$ cat src/rtl/dom_sbox_pkg.sv
// dom_sbox_pkg: shared randomness widths, pair indexing and GF(2^2) normal-basis multiply.
package dom_sbox_pkg;
  function automatic int mul_z_width(input int s);
    return s * (s - 1);
  endfunction
  function automatic int inv_z_width(input int s);
    return 2 * s * (s - 1);
  endfunction
  // Pairs i<j enumerated lexicographically; order of the arguments does not matter.
  function automatic int pair_idx(input int i, input int j, input int s);
    int lo, hi;
    lo = (i < j) ? i : j;
    hi = (i < j) ? j : i;
    return lo * s - (lo * (lo + 1)) / 2 + hi - lo - 1;
  endfunction
  // Basis (W^2,W): bit1 is the W^2 coefficient, bit0 the W coefficient.
  function automatic logic [1:0] gf2_mul(input logic [1:0] a, input logic [1:0] b);
    logic e;
    e = (a[1] ^ a[0]) & (b[1] ^ b[0]);
    return {(a[1] & b[1]) ^ e, (a[0] & b[0]) ^ e};
  endfunction
endpackage

$ cat src/rtl/dom_indep_mul_gf2.sv
// dom_indep_mul_gf2: DOM-indep shared GF(2^2) multiplier; cross terms always registered.
module dom_indep_mul_gf2
  import dom_sbox_pkg::*;
#(
  parameter int PIPELINED = 1,
  parameter int SHARES    = 2
) (
  input  logic                             ClkxCI,
  input  logic                             RstxBI,
  input  logic [2*SHARES-1:0]              AxDI,
  input  logic [2*SHARES-1:0]              BxDI,
  input  logic [mul_z_width(SHARES)-1:0]   ZxDI,
  output logic [2*SHARES-1:0]              QxDO
);
  logic [1:0] inner_d [SHARES];
  logic [1:0] inner_r [SHARES];
  logic [1:0] cross_d [SHARES][SHARES];
  logic [1:0] cross_q [SHARES][SHARES];

  always_comb begin
    for (int i = 0; i < SHARES; i++) begin
      inner_d[i] = gf2_mul(AxDI[2*i +: 2], BxDI[2*i +: 2]);
      for (int j = 0; j < SHARES; j++) begin
        int k;
        k = (i == j) ? 0 : pair_idx(i, j, SHARES);
        cross_d[i][j] = (i == j) ? 2'b00 : gf2_mul(AxDI[2*i +: 2], BxDI[2*j +: 2]) ^ ZxDI[2*k +: 2];
      end
    end
  end

  always_ff @(posedge ClkxCI or negedge RstxBI) begin
    if (!RstxBI) begin
      for (int i = 0; i < SHARES; i++)
        for (int j = 0; j < SHARES; j++)
          cross_q[i][j] <= 2'b00;
    end else begin
      cross_q <= cross_d;
    end
  end

  if (PIPELINED != 0) begin : g_pipe
    always_ff @(posedge ClkxCI or negedge RstxBI) begin
      if (!RstxBI) begin
        for (int i = 0; i < SHARES; i++)
          inner_r[i] <= 2'b00;
      end else begin
        inner_r <= inner_d;
      end
    end
  end else begin : g_comb
    always_comb inner_r = inner_d;
  end

  // Each output share only ever mixes terms belonging to its own domain.
  always_comb begin
    QxDO = '0;
    for (int i = 0; i < SHARES; i++) begin
      QxDO[2*i +: 2] = inner_r[i];
      for (int j = 0; j < SHARES; j++)
        QxDO[2*i +: 2] = QxDO[2*i +: 2] ^ cross_q[i][j];
    end
  end
endmodule

$ cat src/rtl/dom_shared_inv_out_mul_gf2.sv
// dom_shared_inv_out_mul_gf2: shared theta*X / theta*Y output stage of the masked GF(2^4) inverter.
// Define DOM_INV_OUT_REG_EN to add a glitch-free output register (latency 2 instead of 1).
module dom_shared_inv_out_mul_gf2
  import dom_sbox_pkg::*;
#(
  parameter int PIPELINED = 1,
  parameter int SHARES    = 2,
  parameter int XY_DELAY  = 1
) (
  input  logic                             ClkxCI,
  input  logic                             RstxBI,
  input  logic                             ValidxSI,
  input  logic [2*SHARES-1:0]              _ThetaxDI,
  input  logic [2*SHARES-1:0]              _XxDI,
  input  logic [2*SHARES-1:0]              _YxDI,
  input  logic [inv_z_width(SHARES)-1:0]   _ZxDI,
  output logic [2*SHARES-1:0]              _HxDO,
  output logic [2*SHARES-1:0]              _LxDO,
  output logic                             ValidxSO
);
  localparam int ZW = mul_z_width(SHARES);

  logic [4*SHARES-1:0] xy_al;
  logic [2*SHARES-1:0] h, l;
  logic                valid_d, valid_q;

  if (XY_DELAY == 0) begin : g_nodly
    assign xy_al = {_YxDI, _XxDI};
  end else begin : g_dly
    logic [4*SHARES-1:0] dly_d [XY_DELAY];
    logic [4*SHARES-1:0] dly_q [XY_DELAY];
    // Free-running alignment line: shifts every cycle, independent of valid.
    always_comb begin
      dly_d[0] = {_YxDI, _XxDI};
      for (int k = 1; k < XY_DELAY; k++)
        dly_d[k] = dly_q[k-1];
    end
    always_ff @(posedge ClkxCI or negedge RstxBI) begin
      if (!RstxBI) begin
        for (int k = 0; k < XY_DELAY; k++)
          dly_q[k] <= '0;
      end else begin
        dly_q <= dly_d;
      end
    end
    assign xy_al = dly_q[XY_DELAY-1];
  end

  dom_indep_mul_gf2 #(.PIPELINED(PIPELINED), .SHARES(SHARES)) u_mul_h (
    .ClkxCI (ClkxCI),
    .RstxBI (RstxBI),
    .AxDI   (_ThetaxDI),
    .BxDI   (xy_al[2*SHARES-1:0]),
    .ZxDI   (_ZxDI[ZW-1:0]),
    .QxDO   (h)
  );

  dom_indep_mul_gf2 #(.PIPELINED(PIPELINED), .SHARES(SHARES)) u_mul_l (
    .ClkxCI (ClkxCI),
    .RstxBI (RstxBI),
    .AxDI   (_ThetaxDI),
    .BxDI   (xy_al[4*SHARES-1:2*SHARES]),
    .ZxDI   (_ZxDI[2*ZW-1:ZW]),
    .QxDO   (l)
  );

  always_comb valid_d = ValidxSI;

  always_ff @(posedge ClkxCI or negedge RstxBI) begin
    if (!RstxBI) valid_q <= 1'b0;
    else         valid_q <= valid_d;
  end

`ifdef DOM_INV_OUT_REG_EN
  logic [2*SHARES-1:0] h_d, h_q, l_d, l_q;
  logic                vo_d, vo_q;
  always_comb begin
    h_d  = h;
    l_d  = l;
    vo_d = valid_q;
  end
  always_ff @(posedge ClkxCI or negedge RstxBI) begin
    if (!RstxBI) begin
      h_q  <= '0;
      l_q  <= '0;
      vo_q <= 1'b0;
    end else begin
      h_q  <= h_d;
      l_q  <= l_d;
      vo_q <= vo_d;
    end
  end
  assign _HxDO    = h_q;
  assign _LxDO    = l_q;
  assign ValidxSO = vo_q;
`else
  assign _HxDO    = h;
  assign _LxDO    = l;
  assign ValidxSO = valid_q;
`endif
endmodule

$ cat config.mk
export PLATFORM = sky130hd
export DESIGN_NAME = dom_shared_inv_out_mul_gf2
export DESIGN_NICKNAME = d
export VERILOG_FILES = /design/src/rtl/dom_sbox_pkg.sv /design/src/rtl/dom_indep_mul_gf2.sv /design/src/rtl/dom_shared_inv_out_mul_gf2.sv
export SDC_FILE = /design/constraint.sdc
export NUM_CORES = 1
export LEC_CHECK = 0
export ABC_AREA = 1
export CORE_UTILIZATION = 44
export CTS_BUF_LIST = sky130_fd_sc_hd__clkbuf_16
export DETAILED_ROUTE_END_ITERATION = 16
export GPL_TIMING_DRIVEN = 0
export PLACE_DENSITY = 0.8
export SYNTH_ARGS = -nofsm -noshare
export SYNTH_HDL_FRONTEND = slang
export SYNTH_HIERARCHICAL = 1
export SYNTH_SLANG_ARGS = --single-unit
export TNS_END_PERCENT = 1
$ cat constraint.sdc
create_clock -name ClkxCI -period 0.9 [get_ports ClkxCI]
set_input_delay 0.18 -clock ClkxCI [delete_from_list [all_inputs] [get_ports ClkxCI]]
set_output_delay 0.18 -clock ClkxCI [all_outputs]
set_load 0.02 [all_outputs]
==> metrics.cfg, run 1 <==
[run_status]
status = finished with violations
failed_checks = hold timing, setup timing

[detailed_routing]
ant_nets = 0
drcViolationCount = 0
first_pass_iters = 4
avgRoutedWirePerCell_um = 11.7
wirelength_mm = 2.39
vias = 1019
viasPerCell = 5.00
drtIter0Drc = 32

[power]
finalPower_uw = 3000
ir_worst_vdd_v = 0.00134
powerDensity_nw_per_um2 = 1830
p_leak_uw = 0.000859

[cts]
numCtsBuffers = 3
clockRootBuffer = clkbuf_16
clkSlewWorstSetupHoldPaths_ns = 0.06
cts_tree = yes
clock_latency_ns = 0.25
ctsHoldBuffers = 0
cts_buffer_depth = 2
clock_sinks = 25
h-tree-depth = 1

[synth]
synth_area_sq_um = 1240
syn_inst = 141
ys_ff_latch = 25
synth_xor_area_share_pct = 19.4
synthDistinctLibCells = 8
synth_fp_nets = 160
synth_top_family_by_area = simple AND/OR/NAND/NOR gates
synth.area.mux_share_pct = 0
synth_compound_area_share_pct = 0
yosys.area_share.simple_pct = 23.9
avgSynthCellArea_sq_um = 8.77
ys_warn_count = 6
synthAdderAreaFrac_pct = 0
yosysSeqAreaShare_pct = 50.6

[setup_path]
crit_type = register to register
critPathLaunchType = register
crit_arrival_ns = 1.25
cp_data_required_time_ns = 1.04
worst_setup_path_end_kind = register
crit_fanout = 4

[sta]
setup_viol = 25
tightest_slew_ns = 0.581
finalMaxSlewViolations = 0
fin_crit_sh_pct = 124
fin_hold_ws_ns = -0.0857
hold_viol = 25
slew_headroom_pct = 61.3
max_freq_mhz = 896
postLayoutSetupSlackWorst_ns = -0.216
skew_ns = 0.000817
post-route-min-period_ns = 1.12
rsz0062_at_grt = yes

[min_path]
hold_path_class = input pin to asynchronous set/reset pin

[final_layout]
layout_commonest_cell = nand2_1
final_cell_mix = 50 x nand2_1, 25 x dfrtp_1, 18 x xor2_1
insertedDiodeCount = 0
nFillCells = 199
drive_above_1_share_pct = 20.1
fin_nets = 194
seq_area_sq_um = 626
multi_input_comb_area_sq_um = 571
areaGrowthSynthToFinish_pct = 32.5

[die]
die_w_um = 55.0
top_level_ports = 28
rows = 18
chipHeight_um = 55.0
initial_utilization_pct = 48.1
coreArea_sq_um = 2570
dieArea_sq_um = 3030

[global_route]
grt_pass1_wl_mm = 3.59
first_global_vias = 891
grtUsageTotal_pct = 16.8
grt-ovfl-total = 0
antenna_found_initial = 0
grt_max_degree = 26

[run]
timing.max_cap.violations = 0

[placement]
dp_hpwl_mm = 1.54
port_buffers = 27
gp_congestion = 0.868
pre_cts_ws_ns = -0.604

## Yosys cell counts
| cell | instances | area [sq um] |
|---|---|---|
| nand3_1 | 8 | 40.0 |
| dfrtp_1 | 25 | 626 |
| nand2_1 | 58 | 218 |
| xor2_1 | 20 | 175 |
| inv_1 | 20 | 75.1 |
| nand4_1 | 4 | 25.0 |
| nand2_2 | 2 | 12.5 |
| xor2_2 | 4 | 65.1 |
## routing by layer
| metal | global-route usage [%] | vias up | part of all wire (%) |
|---|---|---|---|
| met3 | 3.55 | 11 | 8.5 |
| li1 | - | 482 | - |
| met1 | 18.6 | 475 | 36 |
| met5 | 0 | - | 0 |
| met2 | 30.9 | 51 | 53 |
| met4 | 6.67 | 0 | 2.2 |
## worst max-delay path, stage by stage (launching register included)
cell and delay, ns:
dfrtp_1 0.44, xor2_2 0.28, nand2_2 0.12, xor2_1 0.16
## per-stage QoR
| step | cell area [sq um] | util [%] | instances | setup TNS [ns] |
|---|---|---|---|---|
| 5_1_grt | 1640 | 63.8 | 204 | -5.52 |
| 4_1_cts | 1620 | 63.0 | 202 | -3.84 |
| 3_5_place_dp | 1540 | 60.1 | 198 | -26.51 |
| 2_1_floorplan | 1240 | - | 141 | -0.652 |
| 3_3_place_gp | 1540 | 60.1 | 198 | -25.59 |
| 6_report | 1640 | 63.8 | 204 | -4.15 |
## logic make-up after synthesis
family | count (synthesis)
simple gates | 72
flops | 25
xor+xnor | 24
buf+inv | 20
## power breakdown
group / leakage, uW / switching (uW) / internal [uW]
combinational: 0.000519 / 424 / 329
sequential: 0.000297 / 66.0 / 1240
clock: 0.0000423 / 348 / 592
total: 0.000859 / 838 / 2160
## layout make-up
type                            instances  share of cell area, %
Clock inverter                          1                  0.229
Multi-Input combinational cell         96                   34.8
Tap cell                               30                   2.29
Clock buffer                            3                   4.58
Sequential cell                        25                   38.2
Timing Repair Buffer                   29                   15.3
Inverter                               20                   4.58
## final timing paths
path	to	start	cells after the start	slack [ns]
hold / removal	u_mul_l/cross_q[4]	RstxBI	1	-0.09
setup / recovery	u_mul_l/inner_r[1]	g_dly.dly_q[6]	3	-0.22
hold reg to reg	u_mul_h/inner_r[3]	g_dly.dly_q[1]	2	0.63
min in group ClkxCI	g_dly.dly_q[7]	_YxDI[3]	1	0.36
setup reg to reg	u_mul_l/inner_r[1]	g_dly.dly_q[6]	3	-0.22
max in group asynchronous	g_dly.dly_q[1]	RstxBI	1	0.60
## sequential cells by signal (all words and copies together), names as in the netlist
signal / count
ValidxSO: 1
g_dly.dly_q: 8
u_mul_h/cross_q: 4
u_mul_h/inner_r: 4
u_mul_l/cross_q: 4
u_mul_l/inner_r: 4
## repair_timing
action,CTS,global route
pin swaps,5,8
setup buffers,0,2
resized for setup,56,9
gates cloned,0,0
endpoints found under the setup margin,50,50
hold endpoints to repair,0,25
No activity file was read; power rests on OpenSTA's default activity.
==> run 2: changes to the inputs <==
Settings changed: CORE_MARGIN from default to 3, TNS_END_PERCENT 1 to 10.
==> run 2 against run 1 <==
Net effect:
- combinational power rose by 3.1%
- count of clock-buffer cells in the layout did not move
- cell count rose by 2.9%
- non-clock buffer count rose by 6
- global-route usage fell by 2.1 points
- critical path depth fell by 1
- design area rose by 3.0%
- the run still ends with hold timing, setup timing left
- via count fell by 1.5%
- die area rose by 15%
==> metrics.cfg, run 2 (synthesis results as in run 1) <==
[die]
dieArea_sq_um = 3480
top_level_ports = 28
rows = 18
coreArea_sq_um = 2570
die_w_um = 59.0
initial_utilization_pct = 48.1
chipHeight_um = 59.0

[cts]
clockRootBuffer = clkbuf_16
ctsHoldBuffers = 0
cts_tree = yes
clock_sinks = 25
h-tree-depth = 1
clock_latency_ns = 0.25
cts_buffer_depth = 2
clkSlewWorstSetupHoldPaths_ns = 0.06
numCtsBuffers = 3

[final_layout]
drive_above_1_share_pct = 26.7
fin_nets = 200
top_register = g_dly.dly_q
insertedDiodeCount = 0
instances_no_fill = 210
largest_reg_flops = 8
areaGrowthSynthToFinish_pct = 36.4
final_cell_mix = 45 x nand2_1, 23 x dfrtp_1, 19 x xor2_1
layout_commonest_cell = nand2_1

[setup_path]
crit_fanout = 1
critPathLaunchType = register
cp_data_required_time_ns = 0.72
r2r_cells = 3
rr_startpoint = g_dly.dly_q[7]
startpoint = u_mul_l/inner_r[1]
r2r_slack_ns = -0.19
timing.rr.end = u_mul_l/inner_r[0]
crit_type = register to primary output
crit_end = _LxDO[3]
worst_setup_path_end_kind = primary output
crit_arrival_ns = 0.96

[placement]
dp_hpwl_mm = 1.67
gp_congestion = 0.814
port_buffers = 27
placed_cells = 198

[detailed_routing]
viasPerCell = 4.78
drtIter0Drc = 26
ant_nets = 0
vias = 1004
first_pass_iters = 4
wirelength_mm = 2.41
avgRoutedWirePerCell_um = 11.5
drcViolationCount = 0

[global_route]
grt_max_degree = 26
first_global_vias = 993
antenna_found_initial = 0
grt_pass1_wl_mm = 3.92
grt-ovfl-total = 0
grtUsageTotal_pct = 14.7

[power]
ir_worst_vdd_v = 0.00121
p_leak_uw = 0.000884
powerDensity_nw_per_um2 = 1790

[sta]
rsz0062_at_grt = yes
fin_hold_ws_ns = -0.0873
fin_crit_sh_pct = 127
max_freq_mhz = 878
slew_headroom_pct = 61.5
tightest_slew_ns = 0.577
finalMaxSlewViolations = 0
setup_viol = 25
skew_ns = 0.000838
post-route-min-period_ns = 1.14
postLayoutSetupSlackWorst_ns = -0.239
hold_viol = 25

[run_status]
status = finished with violations
failed_checks = hold timing, setup timing

[min_path]
hold_path_class = input pin to asynchronous set/reset pin

[run]
timing.max_cap.violations = 0

-- run 2: changes by cell type in the layout (fill, tap and decap cells not counted) --
cell / before / now
dlygate4sd2_1: 4 / 3
nand2_2: 10 / 15
clkbuf_2: 1 / 2
xor2_2: 6 / 5
nand2_1: 50 / 45
dfrtp_1: 25 / 23
buf_4: 10 / 16
dfrtp_2: 0 / 2
xor2_1: 18 / 19
-- run 2: how the worst min path moves through the flow --
stage                               endpoint  slack, ns  cells after the start
after floorplan                     ValidxSO      -0.12                      0
after global placement    u_mul_l/inner_r[2]       0.59                      2
after detailed placement  u_mul_l/inner_r[1]       0.61                      2
after CTS                           ValidxSO       0.23                      1
after global routing      u_mul_l/inner_r[1]      -0.02                      1
final                     u_mul_l/inner_r[0]      -0.09                      1
-- run 2: what timing repair did --
action,in CTS,in global routing
resized for setup,55,18
hold endpoints to repair,0,25
setup endpoints to repair,50,50
pin swaps,14,9
cloned,0,0
setup buffers,0,8
-- run 2: power breakdown --
part / total [uW] / switching, uW / internal, uW / leakage, uW
sequential: 1310 / 68.2 / 1240 / 0.000295
clock: 937 / 344 / 592 / 0.0000423
combinational: 776 / 428 / 348 / 0.000547
-- run 2: cell type report --
cell class                      instances  area [sq um]
Clock buffer                            3          75.1
Timing Repair Buffer                   35           292
Clock inverter                          1          3.75
Multi-Input combinational cell         96           576
Sequential cell                        25           628
Inverter                               20          75.1
Fill cell                             186           881
Tap cell                               30          37.5
-- run 2: routing by layer --
metal	vias up	wire length, um	GRT usage (%)
met5	-	0	0
met4	0	36	7.77
met3	4	128	2.61
met2	37	1280	27.8
met1	467	957	15.0
li1	496	-	-
-- run 2: worst max-delay path, stage by stage (launching register included) --
cell and delay, ns:
dfrtp_1 0.38, xor2_1 0.17, buf_4 0.16
-- run 2: metrics by stage --
stage / instance area [sq um] / total power (uW) / setup TNS (ns) / setup slack [ns] / utilization, %
global route: 1690 / 3180 / -5.40 / -0.288 / 65.7
finish: 1690 / 3020 / -4.05 / -0.239 / 65.7
floorplan: 1240 / 1730 / -0.652 / -0.0738 / -
global placement: 1540 / 2070 / -25.23 / -0.549 / 60.1
CTS: 1610 / 3010 / -3.92 / -0.234 / 62.7
detailed placement: 1540 / 2100 / -27.31 / -0.626 / 60.1
==> run 3: changes to the inputs <==
Settings changed: CORE_MARGIN 3 to default.
==> run 3 against run 2 <==
Net effect:
- the run still ends with hold timing, setup timing left
- utilization fell by 0.73 points
- clock skew increased by 0.00050 ns
- die area fell by 13%
- first-iteration DRC count grew 19%
- sequential share of layout area increased by 0.34 points
- fmax up 1.9%
- sequential power barely moved
- non-clock buffer count decreased by 4
- total power rose by 0.13%
- design area down 1.1%
- critical path type is now register to register
- largest power group unchanged
- highest routed layer unchanged
==> metrics.cfg, run 3 (synthesis results as in run 1) <==
[power]
p_int_uw = 2170
switchingPower_uw = 855
switching_share_pct = 28.3
power_frac_comb_pct = 25.5
p_clk_share_pct = 31.3
seqPwrFrac_pct = 43.2
ir_worst_vdd_v = 0.00129
powerDensity_nw_per_um2 = 1820
p_leak_uw = 0.000869

[cts]
ctsHoldBuffers = 0
clockRootBuffer = clkbuf_16
numCtsBuffers = 3
cts_tree = yes
cts_buffer_depth = 2
clock_latency_ns = 0.25
clkSlewWorstSetupHoldPaths_ns = 0.06
h-tree-depth = 1
clock_sinks = 25

[setup_path]
crit_arrival_ns = 1.25
crit_type = register to register
cp_data_required_time_ns = 1.04
r2r_cells = 3
worst_setup_path_end_kind = register
crit_fanout = 4
critPathLaunchType = register

[global_route]
grt_max_degree = 26
grtUsageTotal_pct = 16.8
first_global_vias = 891
antenna_found_initial = 0
grt_pass1_wl_mm = 3.59
grt-ovfl-total = 0

[detailed_routing]
drcViolationCount = 0
wirelength_mm = 2.51
avgRoutedWirePerCell_um = 12.2
first_pass_iters = 4
ant_nets = 0
vias = 1023
viasPerCell = 4.97
drtIter0Drc = 31

[final_layout]
nFillCells = 192
multi_input_comb_area_sq_um = 583
fin_util_pct = 65.0
areaGrowthSynthToFinish_pct = 34.9
drive_above_1_share_pct = 23.9
largest_reg_flops = 8
fin_nets = 196
layout_commonest_cell = nand2_1
top_register = g_dly.dly_q
seq_area_sq_um = 627
final_cell_mix = 45 x nand2_1, 24 x dfrtp_1, 18 x inv_1, 18 x xor2_1, 15 x nand2_2
insertedDiodeCount = 0

[sta]
hold_viol = 25
rsz0062_at_grt = yes
fin_hold_ws_ns = -0.0853
post-route-min-period_ns = 1.12
tightest_slew_ns = 0.590
max_freq_mhz = 895
skew_ns = 0.00134
postLayoutSetupSlackWorst_ns = -0.217
finalMaxSlewViolations = 0
fin_crit_sh_pct = 124
slew_headroom_pct = 60.7
setup_viol = 25

[placement]
dp_hpwl_mm = 1.54
port_buffers = 27
pre_cts_ws_ns = -0.604
gp_congestion = 0.868

[die]
coreArea_sq_um = 2570
dieArea_sq_um = 3030
top_level_ports = 28
rows = 18
chipHeight_um = 55.0
die_w_um = 55.0
initial_utilization_pct = 48.1

[run_status]
status = finished with violations
failed_checks = hold timing, setup timing

[run]
timing.max_cap.violations = 0

[min_path]
hold_path_class = input pin to asynchronous set/reset pin

## run 3: cell types whose count changed in the layout (fill, tap and decap cells not counted), sizes merged
cell,change
buf,-4
clkbuf,-1
clkdlybuf4s15,+1
## run 3: power by group through the flow
stage | Sequential [uW] | Combinational, uW | Clock (uW)
detailed placement | 1330 | 762 | 0
global placement | 1320 | 748 | 0
finish | 1310 | 772 | 948
CTS | 1310 | 732 | 947
global route | 1320 | 847 | 1020
floorplan | 1320 | 411 | 0
## run 3: worst paths after layout
kind / startpoint / endpoint / slack, ns
hold / removal: RstxBI / u_mul_l/cross_q[4] / -0.09
hold reg to reg: g_dly.dly_q[1] / u_mul_h/inner_r[3] / 0.63
setup / recovery: g_dly.dly_q[6] / u_mul_l/inner_r[1] / -0.22
setup reg to reg: g_dly.dly_q[6] / u_mul_l/inner_r[1] / -0.22
min in group ClkxCI: _YxDI[0] / g_dly.dly_q[4] / 0.36
max in group asynchronous: RstxBI / g_dly.dly_q[4] / 0.56
## run 3: cell type report
| type | instances | area share (%) |
|---|---|---|
| sequential | 25 | 37.6 |
| tap | 30 | 2.25 |
| multi-input combinational | 96 | 35.0 |
| clock buffer | 3 | 4.50 |
| timing repair buffer | 31 | 16.0 |
| clock inverter | 1 | 0.225 |
| inverter | 20 | 4.50 |
## run 3: repair_timing
action / in CTS / in global routing
resized for setup: 56 / 15
setup endpoints to repair: 50 / 50
pin swaps: 5 / 10
setup buffers: 0 / 4
hold endpoints to repair: 0 / 25
## run 3: layer usage
layer  share of wire [%]  up-vias  track usage, %
met5                   0        -               0
li1                    -      488               -
met2                  53       53            30.9
met4                 1.1        0            6.67
met1                  39      478            18.6
met3                 6.5        4            3.55
## run 3: stage by stage
step           instance area [sq um]  instances  total power (uW)  hold slack, ns  setup TNS, ns
2_1_floorplan                   1240        141              1730          -0.116         -0.652
3_3_place_gp                    1540        198              2070           0.595         -25.59
3_5_place_dp                    1540        198              2090           0.602         -26.51
4_1_cts                         1620        202              2990           0.223          -3.84
5_1_grt                         1670        206              3180         -0.0352          -5.57
6_report                        1670        206              3030         -0.0853          -4.27
## run 3: critical path: stages, from the launching register on
cell and delay [ns]:
dfrtp_1 0.44, xor2_2 0.28, nand2_2 0.12, xor2_1 0.16
